==> config.mk <==
export PLATFORM = sky130hd
export DESIGN_NAME = mem2_pipe_flat
export DESIGN_NICKNAME = d
export VERILOG_FILES = /design/src/rtl/mem2_pipe_if.sv /design/src/rtl/mem2_pipe.sv /design/src/flat_wrapper.sv
export SDC_FILE = /design/constraint.sdc
export NUM_CORES = 1
export LEC_CHECK = 0
export CAP_MARGIN = 5
export CORE_MARGIN = 2
export CORE_UTILIZATION = 46
export CTS_BUF_LIST = sky130_fd_sc_hd__clkbuf_4 sky130_fd_sc_hd__clkbuf_8 sky130_fd_sc_hd__clkbuf_16
export DETAILED_ROUTE_END_ITERATION = 16
export PLACE_DENSITY = 0.77
export SYNTH_ARGS = -nofsm -noshare
export SYNTH_HDL_FRONTEND = slang
export SYNTH_SLANG_ARGS = --single-unit
==> constraint.sdc <==
create_clock -name clk -period 4.2 [get_ports clk]
set_clock_uncertainty 0.05 [all_clocks]
set_input_delay 0.84 -clock clk [delete_from_list [all_inputs] [get_ports clk]]
set_output_delay 0.84 -clock clk [all_outputs]
set_load 0.03 [all_outputs]
==> src/rtl/mem2_pipe_if.sv <==
// MEM2 stage bundle: MEM1 instruction handoff, data-memory responses, WB handoff and forwarding.
// "slave" is the stage's view and "master" is the environment's view.
interface mem2_pipe_if #(
  parameter int unsigned DATA_W = 32
);
  logic              in_valid_i;
  logic              in_ready_o;
  logic              in_load_i;
  logic              in_store_i;
  logic              in_sign_i;
  logic [1:0]        in_size_i;
  logic [DATA_W-1:0] in_exe_result_i;
  logic [4:0]        in_dest_i;
  logic              in_we_i;
  logic [31:0]       in_pc_i;
  logic              dm_rsp_valid_i;
  logic [DATA_W-1:0] dm_rsp_data_i;
  logic              wb_valid_o;
  logic              wb_ready_i;
  logic [4:0]        wb_dest_o;
  logic              wb_we_o;
  logic [DATA_W-1:0] wb_result_o;
  logic [DATA_W-1:0] wb_addr_o;
  logic [31:0]       wb_pc_o;
  logic              wb_misalign_o;
  logic [4:0]        fwd_dest_o;
  logic [DATA_W-1:0] fwd_data_o;
  logic              fwd_data_ok_o;
  logic              ls_o;
  logic              rsp_ovf_o;

  modport slave (
    input  in_valid_i, in_load_i, in_store_i, in_sign_i, in_size_i, in_exe_result_i,
           in_dest_i, in_we_i, in_pc_i, dm_rsp_valid_i, dm_rsp_data_i, wb_ready_i,
    output in_ready_o, wb_valid_o, wb_dest_o, wb_we_o, wb_result_o, wb_addr_o, wb_pc_o,
           wb_misalign_o, fwd_dest_o, fwd_data_o, fwd_data_ok_o, ls_o, rsp_ovf_o
  );

  modport master (
    output in_valid_i, in_load_i, in_store_i, in_sign_i, in_size_i, in_exe_result_i,
           in_dest_i, in_we_i, in_pc_i, dm_rsp_valid_i, dm_rsp_data_i, wb_ready_i,
    input  in_ready_o, wb_valid_o, wb_dest_o, wb_we_o, wb_result_o, wb_addr_o, wb_pc_o,
           wb_misalign_o, fwd_dest_o, fwd_data_o, fwd_data_ok_o, ls_o, rsp_ovf_o
  );
endinterface

==> src/rtl/mem2_pipe.sv <==
// MEM2 pipeline stage: holds one instruction, matches loads with in-order data-memory
// response beats from a small FIFO, formats load data and hands results to WB.
module mem2_pipe #(
  parameter int unsigned DATA_W    = 32,
  parameter int unsigned RSP_DEPTH = 4
) (
  input  logic        clk,
  input  logic        rst,
  mem2_pipe_if.slave  bus
);
  localparam int unsigned OFF_W = $clog2(DATA_W / 8);
  localparam int unsigned IDX_W = $clog2(RSP_DEPTH);
  localparam int unsigned PTR_W = IDX_W + 1;

  typedef enum logic [1:0] {ST_EMPTY, ST_WAIT, ST_FULL} state_e;

  state_e state_q, state_d;

  logic [DATA_W-1:0] fifo_mem [RSP_DEPTH];
  logic [PTR_W-1:0]  wr_ptr_q, rd_ptr_q;
  logic              fifo_empty, fifo_full, push, pop, pop_wait, ovf_q;
  logic [DATA_W-1:0] head;

  logic              load_q, store_q, sign_q, we_q, misalign_q;
  logic [1:0]        size_q;
  logic [4:0]        dest_q;
  logic [31:0]       pc_q;
  logic [DATA_W-1:0] addr_q, result_q;

  logic              accept, in_ready_c, wb_valid_c, fwd_ok_c, ls_c;
  logic [4:0]        fwd_dest_c;
  logic [DATA_W-1:0] fwd_data_c;

  // Size 3 on a 32-bit beat degrades to a word access.
  function automatic logic [1:0] eff_size(input logic [1:0] size);
    return (DATA_W == 32 && size == 2'd3) ? 2'd2 : size;
  endfunction

  function automatic logic [OFF_W-1:0] align_mask(input logic [1:0] es);
    case (es)
      2'd0:    return '0;
      2'd1:    return OFF_W'(1);
      2'd2:    return OFF_W'(3);
      default: return OFF_W'(7);
    endcase
  endfunction

  function automatic logic misaligned(input logic [OFF_W-1:0] off, input logic [1:0] size);
    return (off & align_mask(eff_size(size))) != '0;
  endfunction

  // Lane index comes from the offset with its sub-size bits cleared, so misaligned
  // accesses still read the enclosing naturally-aligned lane.
  function automatic logic [DATA_W-1:0] fmt_load(input logic [DATA_W-1:0] beat,
                                                 input logic [OFF_W-1:0]  off,
                                                 input logic [1:0]        size,
                                                 input logic              sign);
    logic [1:0]        es;
    logic [OFF_W-1:0]  lane_off;
    logic [DATA_W-1:0] shifted, mask;
    logic              msb;
    es       = eff_size(size);
    lane_off = off & ~align_mask(es);
    shifted  = beat >> {lane_off, 3'b000};
    case (es)
      2'd0:    begin mask = DATA_W'(8'hFF);         msb = shifted[7];  end
      2'd1:    begin mask = DATA_W'(16'hFFFF);      msb = shifted[15]; end
      2'd2:    begin mask = DATA_W'(32'hFFFF_FFFF); msb = shifted[31]; end
      default: begin mask = '1;                     msb = 1'b0;        end
    endcase
    return (shifted & mask) | ({DATA_W{sign & msb}} & ~mask);
  endfunction

  assign fifo_empty = (wr_ptr_q == rd_ptr_q);
  assign fifo_full  = (wr_ptr_q[IDX_W-1:0] == rd_ptr_q[IDX_W-1:0]) &&
                      (wr_ptr_q[IDX_W] != rd_ptr_q[IDX_W]);
  assign head       = fifo_mem[rd_ptr_q[IDX_W-1:0]];

  assign accept   = bus.in_valid_i & in_ready_c;
  assign pop_wait = (state_q == ST_WAIT) & ~fifo_empty;
  assign pop      = (accept & bus.in_load_i & ~fifo_empty) | pop_wait;
  // A full FIFO still takes a beat when the head leaves in the same cycle.
  assign push     = bus.dm_rsp_valid_i & (~fifo_full | pop);

  always_ff @(posedge clk or posedge rst) begin
    if (rst) begin
      wr_ptr_q <= '0;
      rd_ptr_q <= '0;
      ovf_q    <= 1'b0;
    end else begin
      if (push) wr_ptr_q <= wr_ptr_q + PTR_W'(1);
      if (pop)  rd_ptr_q <= rd_ptr_q + PTR_W'(1);
      if (bus.dm_rsp_valid_i & fifo_full & ~pop) ovf_q <= 1'b1;
    end
  end

  always_ff @(posedge clk) begin
    if (push) fifo_mem[wr_ptr_q[IDX_W-1:0]] <= bus.dm_rsp_data_i;
  end

  // State register.
  always_ff @(posedge clk or posedge rst) begin
    if (rst) state_q <= ST_EMPTY;
    else     state_q <= state_d;
  end

  // Next-state logic.
  always_comb begin
    state_d = state_q;
    case (state_q)
      ST_EMPTY, ST_FULL: begin
        if (accept)
          state_d = (bus.in_load_i & fifo_empty) ? ST_WAIT : ST_FULL;
        else if (state_q == ST_FULL && bus.wb_ready_i)
          state_d = ST_EMPTY;
      end
      ST_WAIT: if (!fifo_empty) state_d = ST_FULL;
      default: state_d = ST_EMPTY;
    endcase
  end

  // Output decode from the held state and payload.
  always_comb begin
    in_ready_c = (state_q == ST_EMPTY) | ((state_q == ST_FULL) & bus.wb_ready_i);
    wb_valid_c = (state_q == ST_FULL);
    fwd_ok_c   = (state_q == ST_FULL);
    fwd_dest_c = dest_q & {5{(state_q != ST_EMPTY) & we_q}};
    fwd_data_c = result_q & {DATA_W{fwd_ok_c}};
    ls_c       = (load_q | store_q) & (state_q != ST_EMPTY);
  end

  // Payload capture on accept; a waiting load fills its result when its beat pops.
  always_ff @(posedge clk or posedge rst) begin
    if (rst) begin
      load_q     <= 1'b0;
      store_q    <= 1'b0;
      sign_q     <= 1'b0;
      size_q     <= 2'd0;
      dest_q     <= 5'd0;
      we_q       <= 1'b0;
      pc_q       <= 32'd0;
      addr_q     <= '0;
      result_q   <= '0;
      misalign_q <= 1'b0;
    end else if (accept) begin
      load_q     <= bus.in_load_i;
      store_q    <= bus.in_store_i;
      sign_q     <= bus.in_sign_i;
      size_q     <= bus.in_size_i;
      dest_q     <= bus.in_dest_i;
      we_q       <= bus.in_we_i;
      pc_q       <= bus.in_pc_i;
      addr_q     <= bus.in_exe_result_i;
      misalign_q <= (bus.in_load_i | bus.in_store_i) &
                    misaligned(bus.in_exe_result_i[OFF_W-1:0], bus.in_size_i);
      if (!bus.in_load_i)
        result_q <= bus.in_exe_result_i;
      else if (!fifo_empty)
        result_q <= fmt_load(head, bus.in_exe_result_i[OFF_W-1:0], bus.in_size_i, bus.in_sign_i);
    end else if (pop_wait) begin
      result_q <= fmt_load(head, addr_q[OFF_W-1:0], size_q, sign_q);
    end
  end

  assign bus.in_ready_o    = in_ready_c;
  assign bus.wb_valid_o    = wb_valid_c;
  assign bus.wb_dest_o     = dest_q;
  assign bus.wb_we_o       = we_q;
  assign bus.wb_result_o   = result_q;
  assign bus.wb_addr_o     = addr_q;
  assign bus.wb_pc_o       = pc_q;
  assign bus.wb_misalign_o = misalign_q;
  assign bus.fwd_dest_o    = fwd_dest_c;
  assign bus.fwd_data_o    = fwd_data_c;
  assign bus.fwd_data_ok_o = fwd_ok_c;
  assign bus.ls_o          = ls_c;
  assign bus.rsp_ovf_o     = ovf_q;
endmodule

==> src/flat_wrapper.sv <==
// flat-port wrapper written by rule: the top's interface ports become plain ports
module mem2_pipe_flat 
#(
  parameter int unsigned DATA_W    = 32,
  parameter int unsigned RSP_DEPTH = 4
)
  (clk, rst, bus_in_valid_i, bus_in_load_i, bus_in_store_i, bus_in_sign_i, bus_in_size_i, bus_in_exe_result_i, bus_in_dest_i, bus_in_we_i, bus_in_pc_i, bus_dm_rsp_valid_i, bus_dm_rsp_data_i, bus_wb_ready_i, bus_in_ready_o, bus_wb_valid_o, bus_wb_dest_o, bus_wb_we_o, bus_wb_result_o, bus_wb_addr_o, bus_wb_pc_o, bus_wb_misalign_o, bus_fwd_dest_o, bus_fwd_data_o, bus_fwd_data_ok_o, bus_ls_o, bus_rsp_ovf_o);
  mem2_pipe_if #(.DATA_W(DATA_W)) bus_i ();
  input  logic clk;
  input  logic rst;
  input wire logic [$bits(bus_i.in_valid_i)-1:0] bus_in_valid_i;
  input wire logic [$bits(bus_i.in_load_i)-1:0] bus_in_load_i;
  input wire logic [$bits(bus_i.in_store_i)-1:0] bus_in_store_i;
  input wire logic [$bits(bus_i.in_sign_i)-1:0] bus_in_sign_i;
  input wire logic [$bits(bus_i.in_size_i)-1:0] bus_in_size_i;
  input wire logic [$bits(bus_i.in_exe_result_i)-1:0] bus_in_exe_result_i;
  input wire logic [$bits(bus_i.in_dest_i)-1:0] bus_in_dest_i;
  input wire logic [$bits(bus_i.in_we_i)-1:0] bus_in_we_i;
  input wire logic [$bits(bus_i.in_pc_i)-1:0] bus_in_pc_i;
  input wire logic [$bits(bus_i.dm_rsp_valid_i)-1:0] bus_dm_rsp_valid_i;
  input wire logic [$bits(bus_i.dm_rsp_data_i)-1:0] bus_dm_rsp_data_i;
  input wire logic [$bits(bus_i.wb_ready_i)-1:0] bus_wb_ready_i;
  output wire logic [$bits(bus_i.in_ready_o)-1:0] bus_in_ready_o;
  output wire logic [$bits(bus_i.wb_valid_o)-1:0] bus_wb_valid_o;
  output wire logic [$bits(bus_i.wb_dest_o)-1:0] bus_wb_dest_o;
  output wire logic [$bits(bus_i.wb_we_o)-1:0] bus_wb_we_o;
  output wire logic [$bits(bus_i.wb_result_o)-1:0] bus_wb_result_o;
  output wire logic [$bits(bus_i.wb_addr_o)-1:0] bus_wb_addr_o;
  output wire logic [$bits(bus_i.wb_pc_o)-1:0] bus_wb_pc_o;
  output wire logic [$bits(bus_i.wb_misalign_o)-1:0] bus_wb_misalign_o;
  output wire logic [$bits(bus_i.fwd_dest_o)-1:0] bus_fwd_dest_o;
  output wire logic [$bits(bus_i.fwd_data_o)-1:0] bus_fwd_data_o;
  output wire logic [$bits(bus_i.fwd_data_ok_o)-1:0] bus_fwd_data_ok_o;
  output wire logic [$bits(bus_i.ls_o)-1:0] bus_ls_o;
  output wire logic [$bits(bus_i.rsp_ovf_o)-1:0] bus_rsp_ovf_o;
  assign bus_i.in_valid_i = bus_in_valid_i;
  assign bus_i.in_load_i = bus_in_load_i;
  assign bus_i.in_store_i = bus_in_store_i;
  assign bus_i.in_sign_i = bus_in_sign_i;
  assign bus_i.in_size_i = bus_in_size_i;
  assign bus_i.in_exe_result_i = bus_in_exe_result_i;
  assign bus_i.in_dest_i = bus_in_dest_i;
  assign bus_i.in_we_i = bus_in_we_i;
  assign bus_i.in_pc_i = bus_in_pc_i;
  assign bus_i.dm_rsp_valid_i = bus_dm_rsp_valid_i;
  assign bus_i.dm_rsp_data_i = bus_dm_rsp_data_i;
  assign bus_i.wb_ready_i = bus_wb_ready_i;
  assign bus_in_ready_o = bus_i.in_ready_o;
  assign bus_wb_valid_o = bus_i.wb_valid_o;
  assign bus_wb_dest_o = bus_i.wb_dest_o;
  assign bus_wb_we_o = bus_i.wb_we_o;
  assign bus_wb_result_o = bus_i.wb_result_o;
  assign bus_wb_addr_o = bus_i.wb_addr_o;
  assign bus_wb_pc_o = bus_i.wb_pc_o;
  assign bus_wb_misalign_o = bus_i.wb_misalign_o;
  assign bus_fwd_dest_o = bus_i.fwd_dest_o;
  assign bus_fwd_data_o = bus_i.fwd_data_o;
  assign bus_fwd_data_ok_o = bus_i.fwd_data_ok_o;
  assign bus_ls_o = bus_i.ls_o;
  assign bus_rsp_ovf_o = bus_i.rsp_ovf_o;
  mem2_pipe #(.DATA_W(DATA_W), .RSP_DEPTH(RSP_DEPTH)) u_core (.clk(clk), .rst(rst), .bus(bus_i));
endmodule
# Word level (Yosys, flattened, before mapping)
# Memory sizes are Yosys's and may differ from the RTL's.
# Index checks and enable logic that the tools add are counted.
[totals]
register_bits = 117
mem_bits_rw = 128
in_bits = 112
output_inout_bits = 145
wordCells = 116
mem_count = 1
[memory_table]
columns = ["name", "depth", "width", "rd", "rd_clocked_by_memory_dff", "write_ports", "line", "rtl"]
rows = [
  ["u_core.fifo_mem", 4, 32, 1, 0, 1, "mem2_pipe.sv:19", "logic [DATA_W-1:0] fifo_mem [RSP_DEPTH];"],
]
[classes]
addsub = 2
eq_ne = 14
n_shift = 2
n_mux = 35
n_bitwise = 37
n_reduce_logical = 11
[op_table]
columns = ["operator", "count"]
rows = [
  ["$mux 32", 9],
  ["$and 32x32->32", 5],
  ["$pmux 32 s2", 2],
  ["$not 32->32", 2],
  ["$or 32x32->32", 2],
  ["$shr 32x5->32", 2],
  ["$mux 2", 12],
  ["$and 1x1->1", 14],
  ["$pmux 2 s2", 3],
  ["$eq 2x2->1 const B", 5],
  ["$mux 1", 7],
  ["$add 3x1->3 const B", 2],
  ["$and 2x2->2", 3],
  ["$eq 2x1->1 const B", 3],
  ["$logic_not 2->1", 3],
  ["$pmux 1 s3", 2],
  ["$reduce_bool 2->1", 3],
  ["$and 5x5->5", 1],
  ["$or 1x1->1", 5],
  ["$not 2->2", 2],
  ["$reduce_and 2->1", 2],
  ["$eq 3x3->1", 1],
  ["$ne 3x1->1 const B", 1],
  ["$ne 3x3->1 const B", 1],
  ["other kinds (6)", 9],
]

# Depth between registers and ports, before layout
# Gate-level depths: netlist (run 1).
[depth]
depth_word = 20
ltp_mapped = 10
mapped_depth_nobuf = 6

# Worst setup path before layout (run 1)
# No wires, ideal clock.
[synth_path]
path_type = "input port to flip-flop"
from = "input port bus_wb_ready_i"
to = "memory u_core.fifo_mem[3][0], enable pin"
setup_ns = 0.394
arrival_time_ns = 2.324
required_time_ns = 3.756
slack_ns = 1.433
cell_stages = 5
path_buffers = 0
path_cell_list = "nand2b_1 -> a21oi_1 -> nor4_1 -> nor2b_1 -> and2_1"
[synth_via]
elab_chain_cells = 10
[synth_rtl]
columns = ["item", "line", "rtl"]
rows = [
  ["from (decl)", "flat_wrapper.sv:22", "input wire logic [$bits(bus_i.wb_ready_i)-1:0] bus_wb_ready_i;"],
  ["$and 1x1->1", "mem2_pipe.sv:124", "in_ready_c = (state_q == ST_EMPTY) | ((state_q == ST_FULL) & bus.wb_ready_i);"],
  ["$or 1x1->1", "mem2_pipe.sv:124", ""],
  ["$and 1x1->1", "mem2_pipe.sv:79", "assign accept = bus.in_valid_i & in_ready_c;"],
  ["$and 1x1->1 (2 in series)", "mem2_pipe.sv:81", "assign pop = (accept & bus.in_load_i & ~fifo_empty) | pop_wait;"],
  ["$or 1x1->1", "mem2_pipe.sv:81", ""],
  ["$or 1x1->1", "mem2_pipe.sv:83", "assign push = bus.dm_rsp_valid_i & (~fifo_full | pop);"],
  ["$and 1x1->1", "mem2_pipe.sv:83", ""],
  ["$mux 1", "mem2_pipe.sv:98", "if (push) fifo_mem[wr_ptr_q[IDX_W-1:0]] <= bus.dm_rsp_data_i;"],
  ["$mux 1 (implied by the code)", "mem2_pipe.sv:98", ""],
  ["to (decl)", "mem2_pipe.sv:19", ""],
]
# Every way passes these cells.

# Worst setup path in the final report (run 1)
[layout_path]
from = "register u_core.state_q[1]"
to = "output port bus_fwd_data_o[3]"
[layout_via]
elab_chain_cells = 2
[layout_rtl]
columns = ["item", "line", "rtl"]
rows = [
  ["from (decl)", "mem2_pipe.sv:17", "state_e state_q, state_d;"],
  ["from (signal assigned)", "mem2_pipe.sv:104", "else state_q <= state_d;"],
  ["$eq 2x2->1", "mem2_pipe.sv:126", "fwd_ok_c = (state_q == ST_FULL);"],
  ["$and 32x32->32", "mem2_pipe.sv:128", "fwd_data_c = result_q & {DATA_W{fwd_ok_c}};"],
  ["to (decl)", "flat_wrapper.sv:32", "output wire logic [$bits(bus_i.fwd_data_o)-1:0] bus_fwd_data_o;"],
]
# Every way passes these cells.

==> results.tsv, run 1 <==
stage	metric	value	unit
routing	num_vias	8160	
routing	drt-pass1-iter-count	6	
cts	worstSkewPairLatency	0.53	ns
place	gp_congestion	0.912	
timing	rsz0062_at_grt	no	
worst_setup_path	critPathLaunch	u_core.state_q[1]	
worst_setup_path	worstPathArrival	2.50	ns
synth	netlist.area_leader.share	34.0	%
routing	route.detailed.drc	0	
global_route	grt_antenna_before_repair	0	
hold_path	hp-start	u_core.bus.rsp_ovf_o	
global_route	grt-ovfl-total	0	
timing	tns	0	ns
synth	synthArstFlopShare	47.8	%
cts	cts.path.max_buffers	3	
worst_setup_path	r2r_start	u_core.rd_ptr_q[1]	
cts	clkTransAtPathRegs	0.06	ns
finish	drive_above_1_share	18.1	%
finish	area_delta_synth_final	33.6	%
routing	drtIter0Drc	649	
cts	cts_tree	built	
global_route	grt_max_degree	52	
floorplanning	fp.coreArea	24200	um^2
synth	ys.flop_type	edfxtp_1	
cts	ctsHoldBuffers	0	
routing	postRouteWirelength	30300	um
worst_setup_path	cp_num_buf_inv	2	
worst_setup_path	critPathCaptureType	output pin	
worst_setup_path	critPathTopFamily	buffers and inverters	
synth	synthCells	826	
cts	post_cts_resized	0	
synth	synth-seq-cells	245	
synth	synthTopCellsByArea	edfxtp_1 (34%), dfrtp_1 (26%), mux2_2 (8.2%)	
finish	antennaDiodeCount	0	
timing	max-slew-margin-rel	39.6	%
power	power_leakage	5.75	nW
power	power.total	12.3	mW
worst_setup_path	r2r_slack	1.24	ns
hold_path	hp-class	flop to flop	
worst_setup_path	cp_slowest_cell	clkdlybuf4s50_1	
cts	clock_sinks	245	
worst_setup_path	cp.required	3.31	ns
power	peakVddDrop	0.000389	V
worst_setup_path	crit_path_start_kind	flop	
finish	layout.cells.non_filler	1420	
place	dpl_cell_area	14200	um^2
synth	synth-seq-area-share	59.9	%
global_route	grt_pass1_vias	8073	
worst_setup_path	cpPeakStageDelay	0.69	ns
global_route	grt_pass1_wl	46500	um
cts	cts_buffers	26	
worst_setup_path	crit_fanout	34	
synth	synth_top_area_cell	edfxtp_1	
floorplanning	num_io_pins	257	
global_route	grt_usage	23.0	%
place	io_buffers	256	
timing	fin_crit_sh	80.6	%
timing	worst-slew-pin-transition	0.906	ns
floorplanning	die_w	161	um
timing	hold_viol	0	
floorplanning	start_util	46.6	%
synth	syn_area_per_cell	13.7	um^2
cts	cts_root_buffer	clkbuf_16	
floorplanning	num_rows	57	
timing	finalSetupViolCount	0	
place	dp_hpwl	20800	um
finish	finalCoreUtilization	62.3	%
floorplanning	die_area	25900	um^2
worst_setup_path	worstSetupPathType	flop to output pin	
timing	timing.final.max_slew_violations	0	
cts	cts_setup_buffers	0	
synth	yosysWarningCount	0	
power	power.density	814	nW/um^2
status	status	finished clean	
place	placed_cells	1372	
cts	htree_levels	1	
finish	design_area	15100	um^2
timing	finalCriticalPeriod	3.39	ns
synth	synth-edff-count	128	
synth	synth_cell_types	62	
finish	nNetsFinal	1193	
floorplanning	die_y	161	um
worst_setup_path	crit_chain	nor2b_2, buf_4, and2_1, clkdlybuf4s50_1	
routing	postRouteAntennaNets	0	
timing	max_freq	295	MHz
synth	synth_nets	943	
routing	viasPerCell	5.75	
routing	wl_per_cell	21.3	um
synth	synth.cell_area	11300	um^2
flow_run	maxCapViolCount	0	
-- synth_stat cells, types with 2 or more instances --
| master | count |
|---|---|
| edfxtp_1 | 128 |
| dfrtp_1 | 117 |
| mux2_2 | 82 |
| nor2_1 | 72 |
| and2_1 | 50 |
| o22ai_1 | 41 |
| mux2i_1 | 38 |
| nand2_1 | 37 |
| mux4_2 | 27 |
| o21ai_0 | 25 |
| clkbuf_1 | 24 |
| a21oi_1 | 19 |
| buf_2 | 14 |
| a22oi_1 | 13 |
| o41ai_2 | 10 |
| and3_1 | 9 |
| inv_1 | 8 |
| a31oi_1 | 7 |
| nand3_1 | 7 |
| buf_1 | 6 |
| nand2b_1 | 6 |
| nor2b_1 | 6 |
| o2bb2ai_1 | 6 |
| o311ai_1 | 6 |
| o41ai_1 | 6 |
| ha_1 | 5 |
| a21o_1 | 4 |
| buf_4 | 4 |
| buf_6 | 4 |
| xnor2_1 | 4 |
| nand3b_1 | 3 |
| nor3_1 | 3 |
| o21a_1 | 3 |
| xor2_1 | 3 |
| or3_1 | 2 |
-- metal layers --
| metal | vias up | share of wire [%] | global-route usage [%] |
|---|---|---|---|
| met4 | 2 | 2.6 | 6.66 |
| li1 | 3629 | - | - |
| met3 | 59 | 8.7 | 4.29 |
| met5 | - | 0.16 | 1.52 |
| met1 | 4043 | 41 | 31.3 |
| met2 | 427 | 48 | 38.1 |
-- power by group --
group	total, mW	internal (mW)	switching, mW
combinational	6.08	2.65	3.44
clock	2.31	1.39	0.918
sequential	3.91	3.31	0.601
total	12.3	7.35	4.96
-- cells in the final DEF (no fill, tap or decap), types with 3 or more instances in the layout --
cell type        count
a31oi_1              7
dfrtp_1            115
ha_1                 5
edfxtp_1           128
nand2_1             37
o2bb2ai_1            6
clkbuf_16           28
nand2b_1             6
nor2b_1              5
inv_1                7
and3_1               9
o21ai_0             25
clkbuf_4             6
mux2i_1             38
nand3_1              6
buf_4               14
mux4_2              27
nor2_1              72
xor2_1               3
clkinv_2             5
o22ai_1             40
clkdlybuf4s50_1    256
mux2_2              82
and2_1              50
a21o_1               4
clkinv_1             4
buf_12               5
o311ai_1             6
a21oi_1             19
nor3_1               3
o41ai_1              6
o41ai_2             10
xnor2_1              4
o21a_1               3
nand3b_1             3
a22oi_1             13
-- flip-flops by register name (all words and copies together) (netlist names), 2 cells and up --
register                flops
u_core.bus.wb_addr_o       32
u_core.bus.wb_dest_o        5
u_core.bus.wb_pc_o         32
u_core.bus.wb_result_o     32
u_core.fifo_mem           128
u_core.rd_ptr_q             3
u_core.size_q               2
u_core.state_q              2
u_core.wr_ptr_q             3
-- through the flow --
step	setup slack (ns)	hold WS [ns]
after global routing	0.773	0.440
after global placement	0.848	0.397
after CTS	0.828	0.415
after detailed placement	0.686	0.401
after floorplan	0.209	0.401
final	0.815	0.413
-- logic make-up (layout without fill, tap and decap cells) --
family / Yosys count / in the layout / share of synthesized area (%)
AO/OA/AOI/OAI: 155 / 155 / 10.1
XOR/XNOR: 7 / 7 / 0.542
adder cells (fa/ha/maj): 5 / 5 / 0.553
buffers and inverters: 61 / 331 / 2.68
flip-flops: 245 / 245 / 59.9
multiplexers: 149 / 149 / 17.1
AND/OR/NAND/NOR: 204 / 204 / 9.17
-- final timing paths --
kind                                                    to  depth (start not counted)
worst max-delay path                     bus_fwd_data_o[3]                          4
worst min-delay path                  u_core.bus.rsp_ovf_o                          1
min in group asynchronous          u_core.bus.wb_dest_o[1]                          2
worst min register to register        u_core.bus.rsp_ovf_o                          1
max in group asynchronous               u_core.rd_ptr_q[1]                          3
worst max register to register  u_core.bus.wb_result_o[28]                          6
-- layout make-up --
type	count	area, um^2
clock inverter	13	118
clock buffer	35	759
fill	1872	9140
multi-input combinational	520	4260
timing repair buffer	275	2770
tap	324	405
inverter	8	32.5
sequential	245	6770
(Power assumes the default switching activity.)
==> run 2: changes to the inputs <==
- CORE_UTILIZATION: 46 -> 50
- PLACE_DENSITY: 0.77 -> 0.8
- clock period: 4.2 -> 3.2 ns (I/O delays scaled with it)
==> results.tsv, run 2 (synthesis gave the netlist of run 1 again) <==
stage	metric	value	unit
status	status	finished clean	
worst_setup_path	cp.required	2.51	ns
place	placed_cells	1348	
finish	area_delta_synth_final	34.6	%
power	power_leakage	5.84	nW
cts	cts_tree	built	
floorplanning	start_util	50.4	%
finish	mostFrequentLayoutCells	clkdlybuf4s50_1 (256), edfxtp_1 (128), dfrtp_1 (115)	
timing	rsz0062_at_grt	no	
cts	cts_root_buffer	clkbuf_16	
cts	clkTransAtPathRegs	0.06	ns
global_route	grt_antenna_before_repair	2	
timing	finalCriticalPeriod	3.06	ns
finish	drive_above_1_share	19.4	%
cts	ctsHoldBuffers	0	
cts	htree_levels	1	
routing	drtIter0Drc	632	
global_route	grt-ovfl-total	0	
power	power.total	16.2	mW
place	io_buffers	256	
floorplanning	num_io_pins	257	
timing	max_freq	326	MHz
finish	antennaDiodeCount	0	
routing	wl_per_cell	21.4	um
place	dpl_cell_area	14400	um^2
routing	drt-pass1-iter-count	5	
worst_setup_path	crit_chain	nor2b_2, buf_12, and2_1, clkdlybuf4s50_1	
timing	fin_crit_sh	95.7	%
timing	max-slew-margin-rel	45.1	%
timing	fin_ws	0.136	ns
power	power.density	1060	nW/um^2
cts	cts_buffers	26	
place	dpl_worst_slack	0.184	ns
worst_setup_path	crit_fanout	33	
finish	nNetsFinal	1208	
routing	postRouteAntennaNets	0	
global_route	grt_max_degree	58	
global_route	grt_pass1_wl	46400	um
finish	finalCoreUtilization	67.9	%
floorplanning	die_y	154	um
worst_setup_path	crit_path_start_kind	flop	
flow_run	maxCapViolCount	0	
cts	clock_sinks	245	
cts	post_cts_resized	0	
timing	finalSetupViolCount	0	
worst_setup_path	cpPeakStageDelay	0.69	ns
timing	hold_ws	0.420	ns
floorplanning	die_area	23800	um^2
hold_path	hp-class	flop to flop	
timing	hold_viol	0	
finish	design_area	15200	um^2
floorplanning	die_w	154	um
power	peakVddDrop	0.000644	V
place	dp_hpwl	20900	um
floorplanning	fp.coreArea	22400	um^2
global_route	grt_pass1_vias	8002	
worst_setup_path	worstSetupPathType	flop to output pin	
worst_setup_path	critPathCaptureType	output pin	
global_route	grt_usage	24.9	%
cts	worstSkewPairLatency	0.53	ns
routing	num_vias	8102	
finish	final_common_cell	clkdlybuf4s50_1	
timing	tns	0	ns
routing	route.detailed.drc	0	
finish	layout.cells.non_filler	1395	
finish	largest_reg_flops	128	
worst_setup_path	worstPathArrival	2.37	ns
routing	postRouteWirelength	29900	um
place	gp_congestion	0.896	
cts	cts_setup_buffers	0	
worst_setup_path	cp_slowest_cell	clkdlybuf4s50_1	
timing	timing.final.max_slew_violations	0	
floorplanning	num_rows	55	
cts	cts.path.max_buffers	3	
timing	worst-slew-pin-transition	0.822	ns
routing	viasPerCell	5.81	
## run 2: changes by cell type in the layout (fill, tap and decap cells not counted), sizes merged
cell | previous run | this run
buf | 19 | 34
clkbuf | 35 | 38
inv | 8 | 7
clkinv | 11 | 5
clkinvlp | 0 | 3
## run 2: final timing paths
check	from	endpoint	slack [ns]	cells past startpoint
max in group asynchronous	rst	u_core.rd_ptr_q[0]	1.83	3
min in group asynchronous	rst	u_core.bus.wb_addr_o[25]	0.55	2
min	u_core.bus.rsp_ovf_o	u_core.bus.rsp_ovf_o	0.42	1
max reg2reg	u_core.rd_ptr_q[1]	u_core.bus.wb_result_o[16]	0.44	6
max	u_core.state_q[1]	bus_fwd_data_o[5]	0.14	4
min reg2reg	u_core.bus.rsp_ovf_o	u_core.bus.rsp_ovf_o	0.42	1
## run 2: cell type report
type	count	area [um^2]
inverters	8	33.8
multi-input cells	520	4260
flip-flops and latches	245	6770
repair buffers	290	2930
clock inverters	9	98.8
fillers	1604	7210
well taps	285	357
clock buffers	38	777
## run 2: metal layers
metal  vias to the layer above  track usage [%]  part of all wire, %
met5                         -                0                    0
met4                         0             6.04                  2.1
met3                        45             4.06                  8.1
met2                       404             42.3                   50
met1                      3977             34.0                   40
li1                       3676                -                    -
## run 2: report_power, final
| part | switching [mW] | internal (mW) | total, mW |
|---|---|---|---|
| combinational | 4.59 | 3.57 | 8.16 |
| clock | 1.18 | 1.84 | 3.02 |
| sequential | 0.687 | 4.35 | 5.04 |
| total | 6.46 | 9.76 | 16.2 |
## run 2: worst max-delay path: cells and delay by family, from the launching register on
kind / cells / cell delay, ns
DFF: 1 / 0.46
and+or+nand+nor: 2 / 0.48
buffers and inverters: 2 / 0.91
==> run 3: changes to the inputs <==
- CELL_PAD_IN_SITES_DETAIL_PLACEMENT: not set -> 0
- CELL_PAD_IN_SITES_GLOBAL_PLACEMENT: not set -> 1
- CORE_UTILIZATION: 50 -> 41
- PLACE_DENSITY: 0.8 -> not set
- PLACE_DENSITY_LB_ADDON: not set -> 0.1
==> results.tsv, run 3 (synthesis gave the netlist of run 1 again) <==
stage	metric	value	unit
global_route	grt_use_met1	28.1	%
worst_setup_path	r2r_start	u_core.rd_ptr_q[1]	
finish	largest_reg_flops	128	
timing	tns	0	ns
global_route	grt_pass1_wl	45200	um
cts	clkTransAtPathRegs	0.06	ns
floorplanning	die_y	170	um
floorplanning	num_rows	60	
worst_setup_path	critPathTopFamily	buffers and inverters	
worst_setup_path	critPathCaptureType	output pin	
worst_setup_path	crit_end	bus_fwd_data_o[15]	
floorplanning	die_w	170	um
finish	nNetsFinal	1214	
cts	htree_levels	1	
place	dpl_worst_slack	0.149	ns
flow_run	maxCapViolCount	0	
timing	rsz0062_at_grt	no	
floorplanning	die_area	28900	um^2
floorplanning	fp.coreArea	27000	um^2
timing	finalSetupViolCount	0	
timing	fin_ws	0.172	ns
timing	hold_viol	0	
worst_setup_path	cp.required	2.51	ns
cts	worstSkewPairLatency	0.54	ns
place	gp_congestion	0.854	
worst_setup_path	crit_fanout	22	
worst_setup_path	reg2reg_depth	7	
timing	max-slew-margin-rel	54.1	%
cts	clock_sinks	245	
global_route	grt_antenna_before_repair	1	
timing	finalCriticalPeriod	3.03	ns
worst_setup_path	worstSetupPathType	flop to output pin	
routing	drtIter0Drc	489	
cts	ctsHoldBuffers	0	
routing	viasPerCell	5.39	
global_route	grt-busiest-layer	met2	
power	peakVddDrop	0.000537	V
finish	antennaDiodeCount	0	
worst_setup_path	crit_chain	nor2b_2, buf_4, and2_1, clkdlybuf4s50_1	
global_route	grt_usage	20.4	%
routing	postRouteAntennaNets	0	
cts	cts_root_buffer	clkbuf_16	
finish	final_common_cell	clkdlybuf4s50_1	
global_route	grt_pass1_vias	7612	
worst_setup_path	r2r_end	u_core.bus.wb_result_o[17]	
global_route	grt_util_met2	33.4	%
place	io_buffers	256	
routing	postRouteWirelength	30000	um
timing	worst-slew-pin-transition	0.686	ns
finish	area_delta_synth_final	35.8	%
global_route	grt_max_degree	58	
cts	cts_setup_buffers	0	
place	dp_hpwl	21900	um
routing	drt-pass1-iter-count	5	
routing	num_vias	7836	
timing	timing.final.max_slew_violations	0	
global_route	grt-ovfl-total	0	
hold_path	hp-class	flop to flop	
floorplanning	start_util	41.8	%
finish	drive_above_1_share	19.7	%
worst_setup_path	path_depth	4	
worst_setup_path	r2r_slack	0.63	ns
timing	max_freq	330	MHz
timing	fin_crit_sh	94.6	%
worst_setup_path	cp_slowest_cell	clkdlybuf4s50_1	
cts	cts_buffers	27	
status	status	finished clean	
floorplanning	num_io_pins	257	
worst_setup_path	crit_path_start_kind	flop	
routing	wl_per_cell	20.6	um
finish	mostFrequentLayoutCells	clkdlybuf4s50_1 (256), edfxtp_1 (128), dfrtp_1 (115)	
cts	cts_tree	built	
worst_setup_path	cp_num_buf_inv	2	
worst_setup_path	worstPathArrival	2.34	ns
global_route	grt_use_met3	3.63	%
cts	post_cts_resized	0	
power	power.density	1060	nW/um^2
cts	cts.path.max_buffers	3	
worst_setup_path	critPathLaunch	u_core.state_q[1]	
worst_setup_path	cpPeakStageDelay	0.67	ns
power	power_leakage	5.87	nW
routing	route.detailed.drc	0	
[run 3: final cells by class]
cell class	count	area, um^2
Clock inverter	11	138
Timing Repair Buffer	295	2980
Inverter	8	33.8
Tap cell	341	427
Multi-Input combinational cell	520	4260
Fill cell	2228	11700
Clock buffer	35	754
Sequential cell	245	6770
[run 3: power by group]
part / leakage [nW] / switching [mW] / total, mW / internal (mW)
combinational: 2.90 / 4.60 / 8.19 / 3.59
clock: 0.442 / 1.21 / 3.10 / 1.89
sequential: 2.53 / 0.661 / 5.01 / 4.35
[run 3: routing by layer]
metal  vias up  part of all wire (%)
met5         -                 0.043
met2       245                    47
met1      3863                    45
li1       3670                     -
met4         2                   2.9
met3        56                   5.7
[run 3: worst min path at each step]
stage,from,endpoint,cells past startpoint
after floorplan,u_core.load_q,u_core.load_q,2
after CTS,u_core.wr_ptr_q[2],u_core.wr_ptr_q[2],1
after global routing,u_core.bus.wb_pc_o[14],u_core.bus.wb_pc_o[14],1
after global placement,u_core.bus.wb_misalign_o,u_core.bus.wb_misalign_o,2
after detailed placement,u_core.load_q,u_core.load_q,2
final,u_core.bus.rsp_ovf_o,u_core.bus.rsp_ovf_o,1
[run 3: metrics by stage]
stage	power (mW)	cell area [um^2]	hold slack (ns)	utilization [%]	cells
floorplan	10.1	11300	0.401	-	826
finish	16.3	15400	0.432	56.8	1455
CTS	16.5	15400	0.441	56.8	1455
detailed placement	13.3	14500	0.432	53.5	1409
global route	17.1	15400	0.459	56.8	1455
global placement	13.3	14500	0.417	53.5	1409
